--- config.mk ---
export PLATFORM = sky130hd
export DESIGN_NAME = demux_1_16_11b_reg
export DESIGN_NICKNAME = d
export VERILOG_FILES = /design/src/rtl/demux_pkg.sv /design/src/rtl/slot_reg_11b.sv /design/src/rtl/demux_1_16_11b_reg.sv
export SDC_FILE = /design/constraint.sdc
export NUM_CORES = 1
export LEC_CHECK = 0
export CORE_AREA = 2 2 131 133
export DETAILED_ROUTE_END_ITERATION = 10
export DIE_AREA = 0 0 133 135
export PLACE_DENSITY = 0.83
export SLEW_MARGIN = 40
export SYNTH_ARGS = -nofsm -noshare
export SYNTH_HDL_FRONTEND = slang
export SYNTH_SLANG_ARGS = --single-unit
--- constraint.sdc ---
create_clock -name clk -period 2.53 [get_ports clk]
set_clock_uncertainty 0.15 [all_clocks]
set_input_delay 0.506 -clock clk [delete_from_list [all_inputs] [get_ports clk]]
set_output_delay 0.506 -clock clk [all_outputs]
set_load 0.1 [all_outputs]
--- src/rtl/demux_pkg.sv ---
// Shared types and sizes for the 1:16 11-bit write demux.
package demux_pkg;

    localparam int unsigned SLOT_W  = 11;
    localparam int unsigned N_SLOTS = 16;
    localparam int unsigned SEL_W   = 4;

    typedef enum logic [0:0] {
        IDLE  = 1'b0,
        CLEAR = 1'b1
    } state_t;

    typedef logic [SLOT_W-1:0] slot_t;

endpackage

--- src/rtl/slot_reg_11b.sv ---
// One storage slot: register with write enable, synchronous clear and sync reset.
module slot_reg_11b #(
    parameter int unsigned W = 11
) (
    input  logic         clk,
    input  logic         rst,
    input  logic         we,
    input  logic         clr,
    input  logic [W-1:0] d,
    output logic [W-1:0] q
);

    // Clear takes priority over write; the sweep never overlaps a commit.
    always_ff @(posedge clk) begin
        if (rst) begin
            q <= '0;
        end else if (clr) begin
            q <= '0;
        end else if (we) begin
            q <= d;
        end
    end

endmodule

--- src/rtl/demux_1_16_11b_reg.sv ---
// 1:16 registered write demux with valid/ready write port, per-slot valid and a 16-cycle clear sweep.
// Optional slot locking when DEMUX_LOCK_EN is defined (adds lock_set / wr_err).
module demux_1_16_11b_reg #(
    parameter int unsigned SLOT_W  = 11,
    parameter int unsigned N_SLOTS = 16
) (
    input  logic               clk,
    input  logic               rst,
    input  logic [SLOT_W-1:0]  DIN,
    input  logic               sel3,
    input  logic               sel2,
    input  logic               sel1,
    input  logic               sel0,
    input  logic               wr_valid,
    output logic               wr_ready,
    output logic               wr_ack,
    input  logic               clr_start,
    output logic               busy,
`ifdef DEMUX_LOCK_EN
    input  logic               lock_set,
    output logic               wr_err,
`endif
    output logic [SLOT_W-1:0]  A,
    output logic [SLOT_W-1:0]  B,
    output logic [SLOT_W-1:0]  C,
    output logic [SLOT_W-1:0]  D,
    output logic [SLOT_W-1:0]  E,
    output logic [SLOT_W-1:0]  F,
    output logic [SLOT_W-1:0]  G,
    output logic [SLOT_W-1:0]  H,
    output logic [SLOT_W-1:0]  I,
    output logic [SLOT_W-1:0]  J,
    output logic [SLOT_W-1:0]  K,
    output logic [SLOT_W-1:0]  L,
    output logic [SLOT_W-1:0]  M,
    output logic [SLOT_W-1:0]  N,
    output logic [SLOT_W-1:0]  O,
    output logic [SLOT_W-1:0]  P,
    output logic [N_SLOTS-1:0] VALID
);

    import demux_pkg::*;

    state_t             state;
    state_t             state_nxt;
    logic [SEL_W-1:0]   cnt;
    logic [SEL_W-1:0]   cnt_nxt;
    logic [SEL_W-1:0]   sel;
    logic               accept;
    logic               locked;
    logic               commit;
    logic [N_SLOTS-1:0] we;
    logic [N_SLOTS-1:0] clr;
    logic [SLOT_W-1:0]  slot_q [N_SLOTS];

`ifdef DEMUX_LOCK_EN
    logic [N_SLOTS-1:0] lock_q;
    assign locked = lock_q[sel];
`else
    assign locked = 1'b0;
`endif

    assign sel      = {sel3, sel2, sel1, sel0};
    assign wr_ready = (state == IDLE) && !clr_start;
    assign accept   = wr_valid && wr_ready;
    assign commit   = accept && !locked;

    // Next state, sweep counter and per-slot write/clear decode.
    always_comb begin
        state_nxt = state;
        cnt_nxt   = cnt;
        we        = '0;
        clr       = '0;
        case (state)
            IDLE: begin
                if (clr_start) begin
                    state_nxt = CLEAR;
                    cnt_nxt   = '0;
                end else if (commit) begin
                    we[sel] = 1'b1;
                end
            end
            CLEAR: begin
                clr[cnt] = 1'b1;
                cnt_nxt  = SEL_W'(cnt + 1'b1);
                if (cnt == SEL_W'(N_SLOTS - 1)) begin
                    state_nxt = IDLE;
                end
            end
            default: begin
                state_nxt = IDLE;
                cnt_nxt   = '0;
            end
        endcase
    end

    always_ff @(posedge clk) begin
        if (rst) begin
            state  <= IDLE;
            cnt    <= '0;
            busy   <= 1'b0;
            wr_ack <= 1'b0;
            VALID  <= '0;
        end else begin
            state  <= state_nxt;
            cnt    <= cnt_nxt;
            busy   <= (state_nxt == CLEAR);
            wr_ack <= commit;
            VALID  <= (VALID | we) & ~clr;
        end
    end

`ifdef DEMUX_LOCK_EN
    // Locks survive the clear sweep; only reset drops them.
    always_ff @(posedge clk) begin
        if (rst) begin
            lock_q <= '0;
            wr_err <= 1'b0;
        end else begin
            lock_q <= lock_q | (lock_set ? we : '0);
            wr_err <= accept && locked;
        end
    end
`endif

    for (genvar i = 0; i < N_SLOTS; i++) begin : g_slot
        slot_reg_11b #(.W(SLOT_W)) u_slot (
            .clk (clk),
            .rst (rst),
            .we  (we[i]),
            .clr (clr[i]),
            .d   (DIN),
            .q   (slot_q[i])
        );
    end

    assign A = slot_q[0];
    assign B = slot_q[1];
    assign C = slot_q[2];
    assign D = slot_q[3];
    assign E = slot_q[4];
    assign F = slot_q[5];
    assign G = slot_q[6];
    assign H = slot_q[7];
    assign I = slot_q[8];
    assign J = slot_q[9];
    assign K = slot_q[10];
    assign L = slot_q[11];
    assign M = slot_q[12];
    assign N = slot_q[13];
    assign O = slot_q[14];
    assign P = slot_q[15];

endmodule

==> impl_metrics.json <==
{
  "status": "complete, no violations",
  "via_count": 7889,
  "setup_viol": 0,
  "ir_worst_vdd_mv": 0.4877,
  "hp-class": "flip-flop to flip-flop",
  "gp_congestion": 0.8628,
  "ys.flop_type": "dfxtp_1",
  "post-place-ws_ns": -0.02826,
  "syn_area_per_cell_um2": 8.262,
  "fin_area_um2": 10290,
  "leakage_nw": 3.890,
  "start_util_pct": 47.49,
  "grtUsageTotal_pct": 26.95,
  "antenna_found_initial": 0,
  "pwr_density_cell_nw_per_um2": 634.2,
  "routed_via_density": 5.923,
  "slew_violations": 0,
  "synth_edf_count": 0,
  "post-cts-setup-buffers": 0,
  "ys_seq_area_share_pct": 50.88,
  "worstPathArrival_ns": 1.77,
  "clkTransAtPathRegs_ns": 0.06,
  "drive_gt1_share_pct": 26.08,
  "first_pass_iters": 5,
  "fmax_mhz": 411.9,
  "post_cts_resized": 0,
  "wl_met1_mm": 10.21,
  "io_pins": 214,
  "antenna_left": 0,
  "worstMarginPinSlew_ns": 0.6384,
  "drcViolationCount": 0,
  "cts_buffer_depth": 2,
  "crit_required_ns": 1.87,
  "fin_ws_ns": 0.1023,
  "cts_tree": "built",
  "fin_setup_tns_ns": 0,
  "startpoint_type": "input port",
  "synthesis.nets": 966,
  "overflow": 0,
  "detail_route.wl_per_cell_um": 18.96,
  "syn_inst": 943,
  "layout_common_cells": "buf_4 (233), dfxtp_1 (197), a21oi_1 (194), nand3_1 (177), o21ai_0 (156)",
  "std_cell_rows": 47,
  "die_x_um": 133,
  "numClockSinks": 198,
  "routed-wl-met3_mm": 2.162,
  "num_antenna_cells": 0,
  "maxCapViolations": 0,
  "cts_hold_buf": 0,
  "cpPeakStageDelay_ns": 0.42,
  "cts-htree-levels": 4,
  "timing.final.crit_period_ns": 2.428,
  "syn2layout_area_growth_pct": 32.10,
  "num-nets-final": 1122,
  "insertion_delay_ns": 0.43,
  "fp.coreArea_um2": 16410,
  "placed_cell_area_um2": 9703,
  "first_global_vias": 6938,
  "dieHeight_um": 135,
  "grt_max_degree": 89,
  "path_class": "input port to primary output",
  "cts-buffers-inserted": 17,
  "hpwl_mm": 15.82,
  "io_buffers": 213,
  "syn_area_um2": 7791,
  "cts-root-buf": "clkbuf_16",
  "grt_first_pass_wirelength_mm": 38.35,
  "top_layer": "met4",
  "synth_top_area_share_pct": 50.88,
  "max_slew_margin_pct": 57.44,
  "synth_top_area_cell": "dfxtp_1",
  "async_flop_share_pct": 0,
  "wirelength_mm": 25.25,
  "crit_fanout": 5,
  "fillCellCount": 1412,
  "hold_violations": 0,
  "route.met2.wl_mm": 12.18,
  "rsz0062_at_grt": "false",
  "path_cells": "clkdlybuf4s50_1, buf_4, or2_2, clkinvlp_4, buf_12",
  "mostFrequentLayoutCell": "buf_4",
  "drt_iter0_markers": 687,
  "ys_seq_elements": 198,
  "synth_area_leaders": "dfxtp_1 (51%), a21oi_1 (12%), nand3_1 (11%)",
  "ys.warnings.count": 0,
  "ys_types": 33,
  "fin_crit_sh_pct": 95.96,
  "die_area_um2": 17960,
  "crit_path_end_kind": "primary output",
  "critPathSlowestCell": "clkdlybuf4s50_1"
}
[cell type report]
type / instances / area, um^2 / area share (%)
clock buffers: 20 / 436.7 / 4.243
clock inverters: 12 / 152.6 / 1.483
inverters: 5 / 22.52 / 0.2188
multi-input cells: 616 / 3311 / 32.17
flip-flops and latches: 198 / 3965 / 38.52
well taps: 220 / 275.3 / 2.674
repair buffers: 261 / 2130 / 20.69
[cell usage after synthesis, types with 2 or more instances]
cell        n
a21oi_1   194
nand3b_1    3
clkbuf_1   92
buf_2      27
inv_1       5
and3b_1     3
or3b_2      3
ha_1        4
a311oi_1    2
nor3b_2     3
a31o_2      4
a41o_1     12
o21ai_1    20
nand3_1   177
nor2_1     21
o21ai_0   156
dfxtp_1   198
buf_6       4
[worst max-delay path: cells and delay by family]
kind | cells | cell delay (ns)
simple gates | 1 | 0.35
buf+inv | 4 | 0.92
[report_power, final]
group	total (mW)	leakage (nW)	internal, mW	switching [mW]
Sequential	3.15	1.60	3.14	0.0155
Clock	2.75	0.276	1.56	1.19
Combinational	0.629	2.02	0.158	0.470
[stage by stage]
| step | utilization (%) | total power [mW] | instances | hold slack [ns] |
|---|---|---|---|---|
| 6_report | 62.73 | 6.527 | 1332 | 0.3261 |
| 5_1_grt | 62.73 | 6.701 | 1332 | 0.3466 |
| 4_1_cts | 62.73 | 6.548 | 1332 | 0.3272 |
| 3_5_place_dp | 59.14 | 3.842 | 1300 | 0.3122 |
| 3_3_place_gp | 59.14 | 3.837 | 1300 | 0.3017 |
| 2_1_floorplan | - | 3.625 | 943 | 0.3981 |
[per-layer routing]
metal	track usage [%]	vias up
met3	5.931	50
li1	-	3674
met5	0	-
met1	35.62	3787
met4	10.33	0
met2	43.32	378
[path summary, 6_finish.rpt]
check,from,to,slack [ns],cells past startpoint
worst max-delay path,clr_start,wr_ready,0.10,5
worst min register to register,g_slot[11].u_slot.q[3],g_slot[11].u_slot.q[3],0.33,2
worst min-delay path,g_slot[11].u_slot.q[3],g_slot[11].u_slot.q[3],0.33,2
worst max register to register,state,g_slot[0].u_slot.q[8],0.57,4
[logic make-up after synthesis]
kind of cell             share of synthesized area, %
adder cells (fa/ha/maj)                        0.6424
AO/OA/AOI/OAI                                   26.19
multiplexers                                   0.1285
buffers and inverters                           7.034
flip-flops                                      50.88
AND/OR/NAND/NOR                                 15.13
[state kept, by name, summed over array words and instances (netlist names)]
signal,flops
VALID,16
wr_ack,1
state,1
cnt,4
g_slot.u_slot.q,176
Power figures use the tool's default switching activity.
